## config.mk

```make
export PLATFORM = sky130hd
export DESIGN_NAME = uart_tx_fifo_flat
export DESIGN_NICKNAME = d
export VERILOG_FILES = /design/src/rtl/uart_tx_fifo_if.sv /design/src/rtl/uart_tx_fifo.sv /design/src/flat_wrapper.sv
export SDC_FILE = /design/constraint.sdc
export NUM_CORES = 1
export LEC_CHECK = 0
export BUFFER_PORTS_ARGS = -buffer_cell sky130_fd_sc_hd__buf_4
export CORE_MARGIN = 4
export CORE_UTILIZATION = 45
export CTS_CLUSTER_DIAMETER = 40
export CTS_CLUSTER_SIZE = 28
export DETAILED_ROUTE_END_ITERATION = 7
export PLACE_DENSITY_LB_ADDON = 0.3
export SLEW_MARGIN = 40
export SYNTH_ARGS = -nofsm -noshare
export SYNTH_HDL_FRONTEND = slang
export SYNTH_SLANG_ARGS = --single-unit
```

## constraint.sdc

```tcl
create_clock -name clk -period 4 [get_ports clk]
set_clock_uncertainty 0.05 [all_clocks]
set_input_delay 1.2 -clock clk [delete_from_list [all_inputs] [get_ports clk]]
set_output_delay 1.2 -clock clk [all_outputs]
set_load 0.01 [all_outputs]
```

## src/rtl/uart_tx_fifo_if.sv

```systemverilog
// Producer/transmitter-side bundle for uart_tx_fifo: byte enqueue, FIFO status and the
// transmitter data/start/busy handshake. slave is the buffer block, master its environment.
interface uart_tx_fifo_if #(
    parameter int AW = 4
);
    logic [7:0]  wr_data;
    logic        wr_en;
    logic        full;
    logic        empty;
    logic [AW:0] count;
    logic        overflow;
    logic [7:0]  tx_data;
    logic        tx_start_n;
    logic        tx_busy;
    logic        active;

    modport master (
        output wr_data, wr_en, tx_busy,
        input  full, empty, count, overflow, tx_data, tx_start_n, active
    );

    modport slave (
        input  wr_data, wr_en, tx_busy,
        output full, empty, count, overflow, tx_data, tx_start_n, active
    );
endinterface

```

## src/rtl/uart_tx_fifo.sv

```systemverilog
// DEPTH-byte circular FIFO feeding a UART transmitter; write-to-start latency 2 edges.
// Writes while full are dropped (sticky overflow); launches wait for tx_busy low, no timeout.
module uart_tx_fifo #(
    parameter int DEPTH = 16,
    parameter int AW    = 4
) (
    input  logic         clk,
    input  logic         rst_n,
    uart_tx_fifo_if.slave bus
);
    typedef enum logic [1:0] {
        IDLE   = 2'd0,
        LAUNCH = 2'd1,
        SEND   = 2'd2
    } state_t;

    localparam logic [AW:0] FULL_CNT = (AW+1)'(DEPTH);

    state_t        state;
    logic [7:0]    mem [DEPTH];
    logic [AW-1:0] wptr;
    logic [AW-1:0] rptr;
    logic [AW:0]   cnt;
    logic [7:0]    tx_data_q;
    logic          tx_start_n_q;
    logic          overflow_q;

    logic full_w;
    logic empty_w;
    logic do_wr;
    logic do_pop;

    // Flags decode the registered count, so a write while full is dropped even if a pop
    // happens on the same edge.
    assign full_w  = (cnt == FULL_CNT);
    assign empty_w = (cnt == '0);
    assign do_wr   = bus.wr_en && !full_w;
    assign do_pop  = (state == IDLE) && !empty_w && !bus.tx_busy;

    always_ff @(posedge clk) begin
        if (rst_n && do_wr) begin
            mem[wptr] <= bus.wr_data;
        end
    end

    always_ff @(posedge clk) begin
        if (!rst_n) begin
            state        <= IDLE;
            tx_start_n_q <= 1'b1;
            tx_data_q    <= 8'h00;
            wptr         <= '0;
            rptr         <= '0;
            cnt          <= '0;
            overflow_q   <= 1'b0;
        end else begin
            if (bus.wr_en && full_w) begin
                overflow_q <= 1'b1;
            end
            if (do_wr) begin
                wptr <= wptr + 1'b1;
            end
            if (do_pop) begin
                rptr      <= rptr + 1'b1;
                tx_data_q <= mem[rptr];
            end
            case ({do_wr, do_pop})
                2'b10:   cnt <= cnt + 1'b1;
                2'b01:   cnt <= cnt - 1'b1;
                default: cnt <= cnt;
            endcase

            // Start is released only after busy is seen, and never reasserted outside
            // LAUNCH, so a transmitter returning to idle cannot trigger a second frame.
            case (state)
                IDLE: begin
                    tx_start_n_q <= 1'b1;
                    if (do_pop) begin
                        state        <= LAUNCH;
                        tx_start_n_q <= 1'b0;
                    end
                end
                LAUNCH: begin
                    if (bus.tx_busy) begin
                        state        <= SEND;
                        tx_start_n_q <= 1'b1;
                    end
                end
                SEND: begin
                    tx_start_n_q <= 1'b1;
                    if (!bus.tx_busy) begin
                        state <= IDLE;
                    end
                end
                default: begin
                    state        <= IDLE;
                    tx_start_n_q <= 1'b1;
                end
            endcase
        end
    end

    assign bus.full       = full_w;
    assign bus.empty      = empty_w;
    assign bus.count      = cnt;
    assign bus.overflow   = overflow_q;
    assign bus.tx_data    = tx_data_q;
    assign bus.tx_start_n = tx_start_n_q;
    assign bus.active     = (state != IDLE);
endmodule
```

## src/flat_wrapper.sv

```systemverilog
// flat-port wrapper written by rule: the top's interface ports become plain ports
module uart_tx_fifo_flat 
#(
    parameter int DEPTH = 16,
    parameter int AW    = 4
)
  (clk, rst_n, bus_wr_data, bus_wr_en, bus_tx_busy, bus_full, bus_empty, bus_count, bus_overflow, bus_tx_data, bus_tx_start_n, bus_active);
  uart_tx_fifo_if #(.AW(AW)) bus_i ();
  input  logic clk;
  input  logic rst_n;
  input wire logic [$bits(bus_i.wr_data)-1:0] bus_wr_data;
  input wire logic [$bits(bus_i.wr_en)-1:0] bus_wr_en;
  input wire logic [$bits(bus_i.tx_busy)-1:0] bus_tx_busy;
  output wire logic [$bits(bus_i.full)-1:0] bus_full;
  output wire logic [$bits(bus_i.empty)-1:0] bus_empty;
  output wire logic [$bits(bus_i.count)-1:0] bus_count;
  output wire logic [$bits(bus_i.overflow)-1:0] bus_overflow;
  output wire logic [$bits(bus_i.tx_data)-1:0] bus_tx_data;
  output wire logic [$bits(bus_i.tx_start_n)-1:0] bus_tx_start_n;
  output wire logic [$bits(bus_i.active)-1:0] bus_active;
  assign bus_i.wr_data = bus_wr_data;
  assign bus_i.wr_en = bus_wr_en;
  assign bus_i.tx_busy = bus_tx_busy;
  assign bus_full = bus_i.full;
  assign bus_empty = bus_i.empty;
  assign bus_count = bus_i.count;
  assign bus_overflow = bus_i.overflow;
  assign bus_tx_data = bus_i.tx_data;
  assign bus_tx_start_n = bus_i.tx_start_n;
  assign bus_active = bus_i.active;
  uart_tx_fifo #(.DEPTH(DEPTH), .AW(AW)) u_core (.clk(clk), .rst_n(rst_n), .bus(bus_i));
endmodule
```

Yosys cells after proc, flatten, opt, wreduce, memory -nomap -nowiden
Memory sizes are Yosys's and may differ from the RTL's. A register that Yosys moved wholly into a read port is not among the register bits.
Index checks and enable logic that the tools add are counted.

operators by class
  muxes and demuxes = 10
  reduce and logical (&&, ||, !) cells = 14
  equal/unequal tests = 8
  add/subtract/negate cells = 4

operators with widths
  cell                 count
  $pmux 5 s2           1
  $add 4x1->4 const B  2
  $mux 2               3
  $pmux 2 s3           1
  $add 5x1->5 const B  1
  $eq 5x5->1 const B   1
  $logic_and 1x1->1    5
  $logic_not 5->1      1
  $sub 5x1->5 const B  1
  $eq 2x1->1 const B   2
  $eq 2x2->1 const B   2
  $logic_not 1->1      4
  $mux 1               4
  $ne 2x2->1 const B   2
  $reduce_bool 2->1    2
  $reduce_and 3->1     1
  $logic_not 2->1      1
  $ne 2x1->1 const B   1
  $pmux 1 s2           1

word-level totals
  memories kept = 1
  register bits after elaboration = 17
  bits in writable memories = 128
  logic and storage cells = 43
  bits of input ports = 12

memory list
  name        words  bits a word  read ports  clocked after Yosys merged registers in  wr ports  line                RTL
  u_core.mem  16     8            1           1                                        1         uart_tx_fifo.sv:20  logic [7:0] mem [DEPTH];

Logic depth before layout (Yosys ltp)
  word-level depth = 6
  gate-level depth with buffers = 11
  mapped depth without buffers = 11

Worst setup path after synthesis
No wires, ideal clock.

  path kind = input port to flip-flop
  start point = in bus_tx_busy
  end point = reg u_core.cnt[4], in the netlist u_core.bus.count[4]
  path buffers = 1
  slack = 624 ps
  arrival = 3208 ps
  cell stages on the path = 10
  cell sequence = a2111oi_4 buf_4 ha_1 inv_1 fa_1 nor2b_1 o21ai_0 nand3_1 or3b_1 mux2i_1

between the ends
  word-level cells in the longest chain between the ends = 4

ends and longest elaborated chain
  item                                                    line                RTL
  start, declared                                         flat_wrapper.sv:13  input wire logic [$bits(bus_i.tx_busy)-1:0] bus_tx_busy;
  $logic_not 1->1 *                                       uart_tx_fifo.sv:38  assign do_pop = (state == IDLE) && !empty_w && !bus.tx_busy;
  $logic_and 1x1->1 *                                     uart_tx_fifo.sv:38
  named net u_core.do_pop                                 uart_tx_fifo.sv:31  logic do_pop;
  $eq 2x1->1 / $eq 2x2->1 (equally long branches)         uart_tx_fifo.sv:66  case ({do_wr, do_pop})
  $pmux 5 s2 / $reduce_bool 2->1 (equally long branches)  --
  end signal, assigned                                    uart_tx_fifo.sv:67  2'b10: cnt <= cnt + 1'b1;
  end signal, assigned                                    uart_tx_fifo.sv:68  2'b01: cnt <= cnt - 1'b1;
  end signal, assigned                                    uart_tx_fifo.sv:69  default: cnt <= cnt;
  end, declared                                           uart_tx_fifo.sv:23  logic [AW:0] cnt;

The timed path passes the listed nets; every way through them passes the cells marked *.
A chain may end at the register's enable or synchronous reset.

Worst setup path in the final report
  start point = in bus_tx_busy
  end point = reg u_core.cnt[4], in the netlist u_core.bus.count[4]

between the ends
  word-level cells in the longest chain between the ends = 4

ends and longest elaborated chain
  item                                                    line
  $logic_not 1->1 *                                       uart_tx_fifo.sv:38
  $logic_and 1x1->1 *                                     uart_tx_fifo.sv:38
  $eq 2x1->1 / $eq 2x2->1 (equally long branches)         uart_tx_fifo.sv:66
  $pmux 5 s2 / $reduce_bool 2->1 (equally long branches)  --

Mark *: on every way between the ends. The rest lies on a longest branch, timed or not.

==> key figures <==
Clocking
  • TritonCTS clock tree: built
  • Hold Buf Count CTS: 0
  • Htree depth: 4
  • Clock tree sinks: 153
  • Total CTS buffers: 17
  • Setup repair bufs after CTS: 0
  • Root buffer cell: clkbuf_16
  • Post-cts repair resize count: 0
  • Clock-pin slew on the worst setup and hold paths: 0.06 ns
  • CTS max path bufs: 2
  • Clock Latency Late Sink: 0.42 ns

Drt
  • Vias per cell: 5.47
  • Final WL: 12.7 mm
  • TritonRoute pass-1 iters: 4
  • Detail Route Antenna Nets: 0
  • Drt drc: 0
  • DR iter-0 viols: 314
  • Drt wl/cell: about 21 µm
  • Vias: 3,327

Synth
  • Area share of the largest cell type after synthesis: 62.6%
  • Unique masters post-synth: 41
  • Cell taking the most area after synthesis: edfxtp_1
  • Synth Net Count: 404
  • Largest cells by area after synthesis: edfxtp_1, dfxtp_1, mux2i_1
  • Synth cell count leaders: edfxtp_1, mux2i_1, nor2_1
  • #FFs+latches synth: 153
  • Seq/Total Area, Yosys: ~70%
  • EDFF count, synth: 128
  • Ys Warns: 0
  • Most common cell in the netlist: edfxtp_1
  • Avg Inst Size Synth: about 16 µm²
  • Netlist Area Pre-Place: 0.00614 mm²
  • Post-synth top flop: edfxtp_1
  • Synth async-reset ratio: 0%
  • Gate Count Post-Synth: between 300 and 400

GRT
  • GRT Util Overall: between 10% and 20%
  • Largest net degree at the start of global routing: 27
  • Initial antenna violation count: 0
  • First-pass GRT wire length: 19.9 mm
  • Overflow after GRT: 0
  • Vias in the first global route: 3,414

Hold path
  • Worst min path class: flip-flop to flip-flop
  • Worst hold stages: 2
  • Worst Hold Launch: u_core.bus.tx_start_n

Power
  • Leak: 2.33 nW
  • Worst vdd ir: slightly below 0.3 mV
  • Switching Share: approximately a quarter
  • Switching power total: between 1 and 1.5 mW
  • Sequential cell fraction of total power: 45.8%
  • Comb pwr share: between 15 and 20%
  • Clock power frac: between 30 and 40%
  • Power Internal: ~3.1 mW
  • Cell area power density: 588 mW/mm²

Final layout
  • Fillers: 1,081
  • Design area: 0.00712 mm²
  • Share of cells above drive strength 1: 19.2%
  • Area occupied by multi-input gates: between 0.0015 and 0.002 mm²
  • Layout overhead on the synthesized area: 15.8%
  • Antenna fix cells: 0
  • NumNets Final: 443
  • Register Area: 0.00435 mm²

Die
  • Die Y-Extent: 125 µm
  • Die Span X: 125 µm
  • Full die area: 0.0156 mm²
  • Initial Utilization: a little under half
  • Row count: 42
  • Core area: 0.0133 mm²
  • Ports: 30

Timing
  • Setup violators final: 0
  • Worst slew pin tran: 0.831 ns
  • Tcrit/Tclk final: between 70% and 80%
  • RSZ-0062 raised after global routing: false
  • Hold Vio Cnt, Final: 0
  • Setup TNS: 0 ns
  • Worst slew margin: about 44%
  • Slew Viols, Final: 0
  • Final worst path period need: between 3 and 4 ns
  • Max Freq: 320 MHz

Setup path
  • Crit-path cells: buf_4 > a2111oi_4 > ha_1 > inv_1 > fa_1 > nor2b_1 > o21ai_0 > nand3_1 > or3b_1 > mux2i_1
  • Total stage count of the critical path: 10
  • Startpoint types: input pin
  • Cell family with most CP delay: adder cells
  • CP peak stage delay: about 0.40 ns
  • Crit path max fanout: 4
  • Critical Path AT: 3.38 ns
  • Buf/Inv on CP: 2
  • Crit. End Element: flip-flop
  • Crit path launch: bus_tx_busy
  • Register-to-Register Path Depth: 11
  • Setup CP Type: input pin to flip-flop
  • Worst r2r src: u_core.bus.count[0]
  • Worst path slowest cell: fa_1
  • Worst endpoint required time: 4.26 ns

Placed design
  • Hpwl dp: between 8 and 9 mm
  • Cell Area, Placed: 0.00655 mm²
  • GP Congestion: 0.756
  • Port Buffers: 29

Outcome
  • Status: finished clean

Job
  • MaxCap Viol Count: 0
==> registers in the layout, indices dropped and copies added, names as in the netlist <==
register,flops
u_core.bus.tx_data,8
u_core.mem,128
u_core.wptr,4
u_core.bus.count,5
u_core.rptr,4
u_core.state,2
u_core.bus.overflow,1
u_core.bus.tx_start_n,1
==> per-stage QoR <==
step	hold WS, ns	worst slack (ns)	utilization [%]	std cells	total power, mW
CTS	0.397	0.890	53.5	608	4.22
global placement	0.385	0.595	49.3	578	2.64
detailed placement	0.388	0.493	49.3	578	2.66
finish	0.391	0.880	53.5	608	4.18
global route	0.416	0.783	53.5	608	4.35
floorplan	0.417	0.624	-	382	2.39
==> layout by cell type, fill, tap and decap left out, drive strengths merged, types with 3 or more instances in the layout <==
| cell type | netlist | final |
|---|---|---|
| nand3 | 7 | 7 |
| edfxtp | 128 | 128 |
| xor2 | 7 | 7 |
| clkbuf | 6 | 21 |
| a2111oi | 8 | 8 |
| buf | 13 | 39 |
| inv | 10 | 10 |
| nor2 | 29 | 29 |
| bufinv | 0 | 3 |
| clkinv | 0 | 6 |
| mux2i | 46 | 46 |
| nor3 | 5 | 5 |
| dfxtp | 25 | 25 |
| o22ai | 22 | 22 |
| a21oi | 12 | 12 |
| nor2b | 3 | 3 |
| ha | 9 | 9 |
| nand2 | 8 | 8 |
| o21ai | 9 | 9 |
| mux4 | 10 | 10 |
==> power by group through the flow <==
stage | Sequential (mW) | Combinational, mW | Clock (mW)
2_1_floorplan | 1.95 | 0.441 | 0
3_3_place_gp | 1.94 | 0.699 | 0
3_5_place_dp | 1.95 | 0.713 | 0
4_1_cts | 1.92 | 0.719 | 1.59
5_1_grt | 1.93 | 0.780 | 1.65
6_report | 1.92 | 0.709 | 1.56
==> logic make-up after synthesis <==
family	Yosys count	synth area share (%)
DFF	153	70.7
buffers and inverters	29	2.61
AOI/OAI and AO/OA	58	6.58
muxes	56	11.2
and+or+nand+nor	67	5.52
adders and majority gates	10	2.16
xor gates and xnor gates	9	1.28
==> worst reg2reg max path, stage by stage (launching register included) <==
cell and delay [ns]:
dfxtp_1 0.38, nor4_4 0.45, a21boi_2 0.21, inv_1 0.09, ha_1 0.22, inv_1 0.11
fa_1 0.40, nor2b_1 0.20, o21ai_0 0.13, nand3_1 0.10, or3b_1 0.37, mux2i_1 0.12
==> final timing paths <==
kind	to	slack (ns)
max reg2reg	u_core.bus.count[4]	1.06
max	u_core.bus.count[4]	0.88
min reg2reg	u_core.bus.tx_start_n	0.39
min	u_core.bus.tx_start_n	0.39
==> area by class of cell <==
cell class,instances,area share (%)
sequential,153,61.0
multi-input combinational,200,23.1
clock buffer,21,6.19
timing repair buffer,39,4.29
tap,176,3.09
clock inverter,9,1.78
inverter,10,0.527
==> routing by layer <==
layer	vias to the layer above	track usage (%)	wire (µm)
met5	-	0	0
met4	0	6.12	106
li1	1559	-	-
met1	1637	22.4	5320
met2	121	27.0	6310
met3	10	4.89	921
(Power assumes the default switching activity.)
